--- config.mk ---
export PLATFORM = sky130hd
export DESIGN_NAME = invader_hit_detect
export DESIGN_NICKNAME = d
export VERILOG_FILES = /design/src/rtl/invader_hit_detect.sv
export SDC_FILE = /design/constraint.sdc
export NUM_CORES = 1
export LEC_CHECK = 0
export BUFFER_PORTS_ARGS = -buffer_cell sky130_fd_sc_hd__clkbuf_2
export CAP_MARGIN = 20
export CORE_AREA = 5 5 150 152
export DETAILED_ROUTE_END_ITERATION = 12
export DIE_AREA = 0 0 155 157
export PLACE_DENSITY = 0.66
export SETUP_SLACK_MARGIN = 0.05
export SLEW_MARGIN = 15
export SYNTH_ARGS = -nofsm -noshare
export SYNTH_HDL_FRONTEND = slang
export SYNTH_SLANG_ARGS = --single-unit
--- constraint.sdc ---
create_clock -name clk_i -period 7.9 [get_ports clk_i]
set_clock_uncertainty 0.2 [all_clocks]
set_input_delay 1.58 -clock clk_i [delete_from_list [all_inputs] [get_ports clk_i]]
set_output_delay 1.58 -clock clk_i [all_outputs]
set_load 0.02 [all_outputs]
--- src/rtl/invader_hit_detect.sv ---
// rtl/invader_hit_detect.sv - per-frame bullet vs invader-grid collision scan with kill event port
module invader_hit_detect #(
  parameter int cols_p      = 8,
  parameter int rows_p      = 4,
  parameter int enemy_w_p   = 16,
  parameter int enemy_h_p   = 12,
  parameter int spacing_x_p = 24,
  parameter int spacing_y_p = 20,
  parameter int score_w_p   = 16
) (
  input  logic                                  clk_i,
  input  logic                                  reset_i,
  input  logic                                  frame_i,
  input  logic                                  new_wave_i,
  input  logic [9:0]                            grid_left_i,
  input  logic [9:0]                            grid_top_i,
  input  logic                                  bullet_active_i,
  input  logic [9:0]                            bullet_left_i,
  input  logic [9:0]                            bullet_right_i,
  input  logic [9:0]                            bullet_top_i,
  input  logic [9:0]                            bullet_bot_i,
  output logic                                  enemy_hit_o,
  output logic [cols_p*rows_p-1:0]              alive_o,
  output logic [$clog2(cols_p*rows_p+1)-1:0]    alive_count_o,
  output logic [score_w_p-1:0]                  score_o,
  output logic                                  wave_clear_o,
  output logic [$clog2(cols_p*rows_p)-1:0]      hit_index_o,
  output logic                                  valid_o,
  input  logic                                  ready_i,
  output logic                                  busy_o
);

  localparam int n_c   = cols_p * rows_p;
  localparam int cnt_w = $clog2(n_c + 1);
  localparam int idx_w = $clog2(n_c);
  localparam int col_w = (cols_p > 1) ? $clog2(cols_p) : 1;
  localparam int row_w = (rows_p > 1) ? $clog2(rows_p) : 1;

  typedef enum logic [1:0] {IDLE, SCAN, REPORT} state_t;

  state_t              state, state_nx;
  logic [col_w-1:0]    col_q;
  logic [row_w-1:0]    row_q;
  logic                go_q;
  logic [9:0]          b_left_q, b_right_q, b_top_q, b_bot_q;
  logic [9:0]          org_left_q, org_top_q;
  logic [n_c-1:0]      alive_q;
  logic [cnt_w-1:0]    count_q;
  logic [score_w_p-1:0] score_q;
  logic [idx_w-1:0]    hit_idx_q;
  logic                enemy_hit_q;
  logic                wave_clear_q;

  logic [10:0]         e_left, e_right, e_top, e_bot;
  logic                overlap, last_idx, start, kill;
  logic [idx_w-1:0]    cur_idx;
  logic [score_w_p:0]  score_sum;

  always_comb begin
    e_left    = {1'b0, org_left_q} + 11'(col_q) * 11'(spacing_x_p);
    e_right   = e_left + 11'(enemy_w_p - 1);
    e_top     = {1'b0, org_top_q} + 11'(row_q) * 11'(spacing_y_p);
    e_bot     = e_top + 11'(enemy_h_p - 1);
    overlap   = ({1'b0, b_left_q} <= e_right) && ({1'b0, b_right_q} >= e_left) &&
                ({1'b0, b_top_q} <= e_bot) && ({1'b0, b_bot_q} >= e_top);
    cur_idx   = idx_w'(row_q) * idx_w'(cols_p) + idx_w'(col_q);
    last_idx  = (col_q == col_w'(cols_p - 1)) && (row_q == row_w'(rows_p - 1));
    start     = (state == IDLE) && frame_i && bullet_active_i && (count_q != '0);
    // the first SCAN cycle only arms the compare; enemies are evaluated from the next cycle on
    kill      = (state == SCAN) && go_q && overlap && alive_q[cur_idx];
    score_sum = {1'b0, score_q} + (score_w_p + 1)'(10 * (rows_p - int'(row_q)));
  end

  always_ff @(posedge clk_i or posedge reset_i) begin
    if (reset_i) state <= IDLE;
    else         state <= state_nx;
  end

  always_comb begin
    state_nx = state;
    if (new_wave_i) begin
      state_nx = IDLE;
    end else begin
      case (state)
        IDLE:    if (start) state_nx = SCAN;
        SCAN:    if (kill) state_nx = REPORT;
                 else if (go_q && last_idx) state_nx = IDLE;
        REPORT:  if (ready_i) state_nx = IDLE;
        default: state_nx = IDLE;
      endcase
    end
  end

  always_comb begin
    valid_o = (state == REPORT);
    busy_o  = (state != IDLE);
  end

  always_ff @(posedge clk_i or posedge reset_i) begin
    if (reset_i) begin
      col_q        <= '0;
      row_q        <= '0;
      go_q         <= 1'b0;
      b_left_q     <= '0;
      b_right_q    <= '0;
      b_top_q      <= '0;
      b_bot_q      <= '0;
      org_left_q   <= '0;
      org_top_q    <= '0;
      alive_q      <= '1;
      count_q      <= cnt_w'(n_c);
      score_q      <= '0;
      hit_idx_q    <= '0;
      enemy_hit_q  <= 1'b0;
      wave_clear_q <= 1'b0;
    end else begin
      enemy_hit_q <= kill && !new_wave_i;
      if (start && !new_wave_i) begin
        b_left_q   <= bullet_left_i;
        b_right_q  <= bullet_right_i;
        b_top_q    <= bullet_top_i;
        b_bot_q    <= bullet_bot_i;
        org_left_q <= grid_left_i;
        org_top_q  <= grid_top_i;
        col_q      <= '0;
        row_q      <= '0;
        go_q       <= 1'b0;
      end else if (state == SCAN) begin
        if (!go_q) begin
          go_q <= 1'b1;
        end else if (!kill) begin
          if (col_q == col_w'(cols_p - 1)) begin
            col_q <= '0;
            row_q <= row_q + 1'b1;
          end else begin
            col_q <= col_q + 1'b1;
          end
        end
      end
      if (new_wave_i) begin
        alive_q      <= '1;
        count_q      <= cnt_w'(n_c);
        wave_clear_q <= 1'b0;
      end else if (kill) begin
        alive_q[cur_idx] <= 1'b0;
        count_q          <= count_q - 1'b1;
        wave_clear_q     <= (count_q == cnt_w'(1));
        score_q          <= score_sum[score_w_p] ? '1 : score_sum[score_w_p-1:0];
        hit_idx_q        <= cur_idx;
      end
    end
  end

  assign enemy_hit_o   = enemy_hit_q;
  assign alive_o       = alive_q;
  assign alive_count_o = count_q;
  assign score_o       = score_q;
  assign wave_clear_o  = wave_clear_q;
  assign hit_index_o   = hit_idx_q;

endmodule

# [Yosys cells after proc, flatten, opt, wreduce, memory -nomap -nowiden]
# Cells that the tools add are included.
# W data, S select, Z words.
[classes] muxes=29 reduce_logical=26 eq_ne=9 bitwise_logic=3 order_cmp=6 add_sub_neg=10 multipliers=3
[op_table] cell="$mux W32" count=2
[op_table] cell="$and A32 B32 Y32" count=1
[op_table] cell="$not A32 Y32" count=1
[op_table] cell="$add A11 B4 Y11 const B" count=2
[op_table] cell="$ge A10 B11 Y1" count=2
[op_table] cell="$le A10 B11 Y1" count=2
[op_table] cell="$mux W2" count=10
[op_table] cell="$add A16 B17 Y17" count=1
[op_table] cell="$mux W16" count=1
[op_table] cell="$mux W3" count=5
[op_table] cell="$logic_and A1 B1 Y1" count=14
[op_table] cell="$mux W6" count=2
[op_table] cell="$add A10 B7 Y11" count=1
[op_table] cell="$add A10 B8 Y11" count=1
[op_table] cell="$reduce_bool A2 Y1" count=5
[op_table] cell="$mul A4 B4 Y8 const A" count=1
[op_table] cell="$eq A6 B1 Y1 const B" count=1
[op_table] cell="$lt A5 B6 Y1 const B" count=1
[op_table] cell="$mux W1" count=6
[op_table] cell="$pmux W2 S3" count=1
[op_table] cell="$reduce_and A3 Y1" count=2
[op_table] cell="$reduce_bool A6 Y1" count=1
[op_table] cell="$sub A6 B1 Y6 const B" count=1
[op_table] cell="$add A5 B3 Y5" count=1
[op_table] cell="20 further kinds" count=21
[word_totals] wordCells=102 ff_bits=129

# [Depth between registers and ports, before layout]
# Gate-level depths: netlist (run 1).
[depth] depth_word=13 ltp_mapped=21

# [Worst setup path after synthesis (run 1)]
# No wires, ideal clock.
[synth_path] kind="register to register" from="reg col_q[1]" to="reg score_q[10], in the netlist score_o[10]" n_path_buf=1 setup_time_ns=0.128 required_time_ns=7.572 slack_ns=2.813 stages_incl_launch_ff=18 arrival_ns=4.759 path_cell_list="dfrtp_1 -> buf_2 -> inv_1 -> ha_1 -> fa_1 -> a21o_1 -> a21oi_1 -> xor2_1 -> or3_1 -> xnor2_1 -> ha_1 -> a21o_1 -> a211oi_1 -> o211ai_1 -> o311a_1 -> or3_4 -> or4_1 -> mux2_1"
[synth_between] elab_chain_cells=10 word_cells_on_any_way=14 cone_classes="add/sub (3); mul (1); order compare (2); mux (2); reduce/logical (6)"
[synth_rtl] item="from (decl)" line_no="42" text="logic [col_w-1:0] col_q;"
[synth_rtl] item="from (signal assigned)" line_no="136" text="col_q <= col_q + 1'b1;"
[synth_rtl] item="$mul A3 B2 Y5" line_no="60" text="e_left = {1'b0, org_left_q} + 11'(col_q) * 11'(spacing_x_p);"
[synth_rtl] item="$add A10 B8 Y11" line_no="60"
[synth_rtl] item="$add A11 B4 Y11" line_no="61" text="e_right = e_left + 11'(enemy_w_p - 1);"
[synth_rtl] item="$le A10 B11 Y1" line_no="64" text="overlap = ({1'b0, b_left_q} <= e_right) && ({1'b0, b_right_q} >= e_left) &&"
[synth_rtl] item="$logic_and A1 B1 Y1 (2 in a row)" line_no="64"
[synth_rtl] item="$logic_and A1 B1 Y1" line_no="65" text="({1'b0, b_top_q} <= e_bot) && ({1'b0, b_bot_q} >= e_top);"
[synth_rtl] item="$logic_and A1 B1 Y1" line_no="70" text="kill = (state == SCAN) && go_q && overlap && alive_q[cur_idx];"
[synth_rtl] item="$logic_and A1 B1 Y1 *" line_no="70"
[synth_rtl] item="$reduce_and A2 Y1 (no line) *"
[synth_rtl] item="to (signal assigned)" line_no="148" text="score_q <= score_sum[score_w_p] ? '1 : score_sum[score_w_p-1:0];"
[synth_rtl] item="to (decl)" line_no="49" text="logic [score_w_p-1:0] score_q;"
# Mark *: on every way between the ends. The rest lies on a longest branch, timed or not. The select of a mux whose other input is x is not followed.
# A chain may end at the register's enable or synchronous reset.

# [Worst setup path in the final report (run 1)]
[layout_path] from="reg col_q[1]" to="reg alive_q[13], in the netlist alive_o[13]"
[layout_between] elab_chain_cells=10 word_cells_on_any_way=23 cone_classes="add/sub (3); mul (1); order compare (4); mux (6); bitwise (2); reduce/logical (7)"
[layout_rtl] item="$mul A3 B2 Y5" line_no="60"
[layout_rtl] item="$add A10 B8 Y11" line_no="60"
[layout_rtl] item="$add A11 B4 Y11" line_no="61"
[layout_rtl] item="$le A10 B11 Y1" line_no="64"
[layout_rtl] item="$logic_and A1 B1 Y1 (2 in a row)" line_no="64"
[layout_rtl] item="$logic_and A1 B1 Y1" line_no="65"
[layout_rtl] item="$logic_and A1 B1 Y1 (2 in a row)" line_no="70"
[layout_rtl] item="$reduce_bool A2 Y1 (no line)"
[layout_rtl] item="to (signal assigned)" line_no="110" text="alive_q <= '1;"
[layout_rtl] item="to (signal assigned)" line_no="141" text="alive_q <= '1;"
[layout_rtl] item="to (signal, indexed assignment)" line_no="145" text="alive_q[cur_idx] <= 1'b0;"
[layout_rtl] item="to (decl)" line_no="47" text="logic [n_c-1:0] alive_q;"
# Parallel ways exist; a longest one is shown, timed or not. The select of a mux whose other input is x is not followed.

==> results of run 1 <==
-- sequential cells by signal, summed over array words and instances, names as in the netlist, 5 cells and up --
name           flops
b_right_q         10
org_left_q        10
b_bot_q           10
alive_count_o      6
hit_index_o        5
alive_o           32
score_o           16
org_top_q         10
b_left_q          10
b_top_q           10
-- cell usage in the layout, fill, tap and decap left out, types with 5 or more instances in the layout --
master and instances:
nand2_1 40, or3_1 5, nand4_1 24, a211oi_1 5, nor2_1 24, o21ai_0 28, mux2i_1 7, dfrtp_1 96
buf_4 5, ha_1 72, dfstp_2 33, nor3_1 11, a21o_1 42, mux4_2 6, xnor2_1 25, inv_1 31
clkbuf_16 18, o21a_1 5, nor4_1 5, a21oi_1 30, nand2b_1 6, xor2_1 7, inv_4 5, nor2b_1 13
nand3_1 30, clkbuf_2 128, a31oi_1 5, mux2_2 64
-- kinds of logic (layout without fill, tap and decap cells) --
logic type / Yosys count / after routing / synth area share
DFF: 129 / 129 / 0.430
adders and majority gates: 76 / 76 / 0.129
and+or+nand+nor: 176 / 176 / 0.122
muxes: 79 / 79 / 0.125
xor gates and xnor gates: 32 / 32 / 0.0369
AOI/OAI and AO/OA: 144 / 144 / 0.125
buffers and inverters: 62 / 198 / 0.0326
-- per-layer routing --
layer / track usage / vias to the layer above / wire length (µm)
li1: - / 2800 / -
met1: 0.218 / 2812 / 8970
met2: 0.265 / 145 / 9250
met3: 0.0467 / 13 / 1170
met4: 0.0374 / 0 / 147
met5: 0 / - / 0
-- final cells by class --
type	count	area, µm²	share of cell area
sequential	129	3270	0.360
tap	275	344	0.0378
clock inverter	14	101	0.0111
clock buffer	18	450	0.0495
multi-input combinational	507	4100	0.451
timing repair buffer	134	706	0.0776
inverter	32	123	0.0135
-- report_power, final --
part	switching, mW	internal [mW]
clock network	0.322	0.423
registers	0.0888	0.772
logic	0.725	0.581
-- how the worst min path moves through the flow --
stage	start	to	depth (start not counted)	slack (ns)
finish	score_o[0]$_DFFE_PP0P_	score_o[0]$_DFFE_PP0P_	2	0.31
global route	b_left_q[4]$_DFFE_PP0P_	b_left_q[4]$_DFFE_PP0P_	1	0.33
CTS	score_o[0]$_DFFE_PP0P_	score_o[0]$_DFFE_PP0P_	2	0.31
detailed placement	score_o[0]$_DFFE_PP0P_	score_o[0]$_DFFE_PP0P_	2	0.29
global placement	hit_index_o[4]$_DFFE_PP0P_	hit_index_o[4]$_DFFE_PP0P_	1	0.29
floorplan	org_left_q[3]$_DFFE_PP0P_	org_left_q[3]$_DFFE_PP0P_	1	0.28
-- critical path, stage by stage, from the launching register on --
cell,delay (ns)
dfrtp_1,0.32
buf_4,0.28
ha_1,0.41
fa_1,0.48
ha_1,0.34
o21ai_0,0.17
o21bai_1,0.08
a21oi_1,0.25
xor2_1,0.39
ha_1,0.27
o21ai_0,0.09
nor2_1,0.10
o22ai_1,0.08
nor4_1,0.47
o21ai_0,0.37
nor3_2,0.90
buf_4,0.48
nand4_1,0.15
a21o_1,0.20
==> impl_results.md, run 1 <==
* Worst EP arrival at 6.28 ns
* Worst Setup SP: col_q[1]$_DFFE_PP0P_
* Worst path required time at between 8 and 9 ns
* Post-layout min period at roughly 6.1 ns
* Post-synth top flop: dfrtp_1
* Final worst-path cycle share at 0.776
* Pin count of the biggest net entering global routing at slightly below 80
* Slew Limit Fails at 0
* DR vias at 5770
* Die Area at 24300 µm²
* Initial Util at 0.364
* FF-to-FF path depth at 18
* Cell count after synthesis at 698
* Die Span X at 155 µm
* Fin nets at 963
* Ys async rst share at 1.00
* VDD IR max at 0.173 mV
* Diode count at 0
* RR Endpoint: alive_o[13]$_DFFE_PP1P_
* Worst reg-to-reg setup slack at 1.77 ns
* Crit end category: flip-flop
* Tightest hold margin at approximately 0.31 ns
* Syn Std Cell Area at 7600 µm²
* Crit start category: flip-flop
* Num CTS Buffers at 17
* Final WL at 19500 µm
* Fmax at 163 MHz
* Setup WS pre-CTS at 1.82 ns
* Share of cells above drive strength 1 at 0.336
* Final Wtd Congestion at 0.831
* Yosys warns at 0
* Syn nets at 840
* H-tree Lvls at 4
* Placed cells at 1076
* Commonest cells in the netlist: 96 x dfrtp_1, 72 x ha_1, 64 x mux2_2, 42 x a21o_1, 40 x nand2_1
* CP Class: reg2reg
* TritonCTS clock tree: yes
* Placed inst area at 8510 µm²
* Antenna Nets Post-Route at 0
* Global Route Usage Sum at 0.163
* Total grt overflow at 0
* Worst-path clk slew at 0.06 ns
* Row count at 53
* Vias in the first global route at 5987
* Netlist cell types at 58
* Global-route wire length before repair at 31600 µm
* Port bufs at 128
* Post-route cell area at around 9000 µm²
* Reg2reg start: col_q[1]$_DFFE_PP0P_
* RSZ-0062 raised after global routing: no
* Worst-Margin Slew at 1.00 ns
* Mean area per synthesized cell at 10.9 µm²
* Die Span Y at 157 µm
* Detailed Route Iter0 Violations at 319
* Initial antenna violation count at 0
* Setup tns final at 0 ns
* Layout area overhead at 19.7%
* Yosys top cell area share at 0.316
* CP max FO at 32
* Post-CTS Setup Inserts at 0
* Worst-Skew Late Latency at 0.43 ns
* Layout fillers at 2025
* Tot Pwr at 2.91 mW
* Crit path setup slack, layout at ~1.8 ns
* Non-filler cells in the finished layout at 1109
* # clock sinks at 129
* Outcome: finished clean
* Sequential-to-total area share from yosys stat at 0.430
* Post-CTS Hold Buffers at 0
* Post-synth EDFFs at 0
* Max-slew headroom at 0.329
* Total power divided by cell area at around 320 nW/µm²
* Final Hold Vio Count at 0
* Vias per cell at 5.20
* Max_cap viols at 0
* Largest cells by area after synthesis: dfrtp_1 32%, ha_1 12%, dfstp_2 11%
* Leak at 4.11 nW
* CTS root buf: clkbuf_16
* CTS resizes at 0
* #FFs+latches synth at 129
* Synth area leader: dfrtp_1
* Drt first pass iters at 4
* Most common cell in the netlist: dfrtp_1
* HPWL Detailed at 14100 µm
* Routed WL per cell at around 18 µm
* Core Area at 20900 µm²
* Core Util, Final at 0.435
* Setup violations, final at 0
* Clock Path Buffers at 2
* Worst hold path type: reg2reg
* Setup crit end: alive_o[13]$_DFFE_PP1P_
* Number of I/O pins at 129
* DR DRC count at 0
Power figures use the tool's default switching activity.
==> inputs of run 2 (changes only) <==
- clock period: 7.9 -> 5.9 ns (I/O delays scaled with it)
==> run 2 against run 1 <==
  * Core utilization grew 0.26 points
  * Via count is 0.42% lower
  * Sequential power increased by 34%
  * Routed wire length shrank 0.40%
  * Sequential share of layout area decreased by 0.22 points
  * First-iteration DRC count decreased by 13%
  * Combinational power grew 34%
  * Power increased by 35%
  * Cell count up 0.45%
  * Register-to-register slack worse by 1.3 ns
  * Critical path type unchanged
  * Largest cell class unchanged
==> impl_results.md, run 2 (same netlist as run 1, synthesis figures left out) <==
* Worst hold path type: reg2reg
* M3 GR Usage at 0.0454 (-0.00137)
* # clock sinks at 129 (unchanged)
* Worst EP arrival at 5.58 ns (-0.70 ns)
* CTS root buf: clkbuf_16
* Crit start category: flip-flop
* Outcome: finished clean
* CP Class: reg2reg
* Pin count of the biggest net entering global routing at 76 (-1.3%)
* Setup violations, final at 0 (unchanged)
* Die Area at 24300 µm² (unchanged)
* Layout area overhead at 20.4%
* Final worst-path cycle share at 0.928 (+0.152)
* Post-layout min period at 5.48 ns (-0.654 ns)
* Worst-path clk slew at 0.06 ns (about the same)
* RR Endpoint: score_o[12]$_DFFE_PP0P_
* Die Span X at 155 µm (unchanged)
* Layout fillers at 1988 (-1.8%)
* Top Usage Layer GRT: met2
* Worst reg-to-reg setup slack at 0.42 ns (-1.35 ns)
* Vias in the first global route at 6010 (+0.38%)
* Detailed Route Iter0 Violations at 279 (-13%)
* HPWL Detailed at 14200 µm (+0.77%)
* Core Area at 20900 µm² (unchanged)
* Diode count at 0 (unchanged)
* DR vias at 5746 (-0.42%)
* FF-to-FF path depth at 17 (-1)
* Fmax at 183 MHz (+12%)
* Worst hold start: hit_index_o[4]$_DFFE_PP0P_
* TritonCTS clock tree: yes
* DR DRC count at 0 (unchanged)
* Max-slew headroom at 0.301 (-0.0278)
* Non-filler cells in the finished layout at 1114 (+0.45%)
* Final Wtd Congestion at 0.837 (+0.76%)
* Antenna Nets Post-Route at 0 (unchanged)
* CTS resizes at 0 (unchanged)
* Global-route wire length before repair at 31800 µm (+0.55%)
* Die Span Y at 157 µm (unchanged)
* Drt first pass iters at 4 (unchanged)
* RSZ-0062 raised after global routing: no
* Row count at 53 (unchanged)
* Clock Path Buffers at 2 (unchanged)
* Routed WL per cell at 17.5 µm (-0.85%)
* Port bufs at 128 (unchanged)
* Fin nets at 968 (+0.52%)
* Number of flip-flops in the largest register at 32 (unchanged)
* Setup tns final at 0 ns (unchanged)
* Leading cell types in the layout, fill and taps excluded: 128 x clkbuf_2, 96 x dfrtp_1, 72 x ha_1
* Total power divided by cell area at 431 nW/µm² (+35%)
* Placed inst area at 8570 µm² (+0.68%)
* Max_cap viols at 0 (unchanged)
* Final WL at 19500 µm (-0.40%)
* Hold Path End: hit_index_o[4]$_DFFE_PP0P_
* Hold depth at 1 (-1)
* Met2 Use GR at 0.269 (+0.00435)
* Worst-Margin Slew at 1.05 ns (+0.0472 ns)
* Num CTS Buffers at 17 (unchanged)
* Worst-Skew Late Latency at 0.42 ns (about the same)
* Number of I/O pins at 129 (unchanged)
* Met1 usage at 0.215 (-0.00310)
* Post-CTS Setup Inserts at 0 (unchanged)
* H-tree Lvls at 4 (unchanged)
* Most common cell after layout, fill and taps aside: clkbuf_2
* Post-route cell area at 9150 µm² (+0.61%)
* Initial antenna violation count at 0 (unchanged)
* Leak at 4.15 nW (+0.76%)
* Slew Limit Fails at 0 (unchanged)
* Reg2reg start: col_q[1]$_DFFE_PP0P_
* Share of cells above drive strength 1 at 0.338 (+0.00277)
* Initial Util at 0.364 (unchanged)
* Total grt overflow at 0 (unchanged)
* Worst path required time at 6.00 ns (-2.05 ns)
* VDD IR max at 0.187 mV (+8.0%)
* Post-CTS Hold Buffers at 0 (unchanged)
* Crit end category: flip-flop
* Placed cells at 1082 (+0.56%)
* Final Hold Vio Count at 0 (unchanged)
* CP max FO at 14 (-56%)
* Vias per cell at 5.16 (-0.86%)
* Global Route Usage Sum at 0.163 (about the same)
[run 2: final cells by class]
cell class                      count  area [µm²]  share of cell area
Multi-Input combinational cell    507        4100               0.448
Sequential cell                   129        3270               0.357
Timing Repair Buffer              139         736              0.0804
Clock buffer                       21         493              0.0539
Tap cell                          275         344              0.0376
Inverter                           32         123              0.0134
Clock inverter                     11        83.8             0.00916
[run 2: routing by layer]
layer | up-vias | wire length, µm
li1 | 2793 | -
met1 | 2820 | 8940
met2 | 115 | 9250
met3 | 18 | 1050
met4 | 0 | 218
met5 | - | 0
[run 2: worst max path at each step]
stage	from	endpoint	slack, ns
2_1_floorplan	col_q[1]$_DFFE_PP0P_	score_o[10]$_DFFE_PP0P_	0.81
4_1_cts	col_q[1]$_DFFE_PP0P_	score_o[12]$_DFFE_PP0P_	0.37
3_5_place_dp	col_q[1]$_DFFE_PP0P_	score_o[12]$_DFFE_PP0P_	0.39
6_report	col_q[1]$_DFFE_PP0P_	score_o[12]$_DFFE_PP0P_	0.42
3_3_place_gp	col_q[1]$_DFFE_PP0P_	score_o[10]$_DFFE_PP0P_	0.61
5_1_grt	col_q[1]$_DFFE_PP0P_	score_o[10]$_DFFE_PP0P_	0.13
[run 2: power breakdown]
part / internal [mW] / switching, mW / total, mW
Combinational: 0.784 / 0.975 / 1.76
Sequential: 1.03 / 0.118 / 1.15
Clock: 0.607 / 0.426 / 1.03
[run 2: stage by stage]
stage	total power [mW]	hold slack, ns	setup slack (ns)	util
floorplan	2.47	0.285	0.813	-
global placement	2.86	0.291	0.607	0.410
detailed placement	2.92	0.295	0.386	0.410
CTS	3.98	0.316	0.373	0.438
global route	4.27	0.327	0.131	0.438
finish	3.94	0.308	0.422	0.438
[run 2: worst max-delay path, cell delays in order, from the launching register on]
cell,delay (ns)
dfrtp_1,0.42
buf_4,0.29
inv_1,0.09
ha_1,0.35
fa_1,0.44
a21o_1,0.17
a21oi_1,0.22
xor2_1,0.17
or3_1,0.41
xnor2_1,0.15
ha_1,0.32
a21o_1,0.19
a211oi_1,0.26
o211ai_1,0.14
o311a_1,0.20
or3_4,0.45
or4_1,0.56
mux2_1,0.33
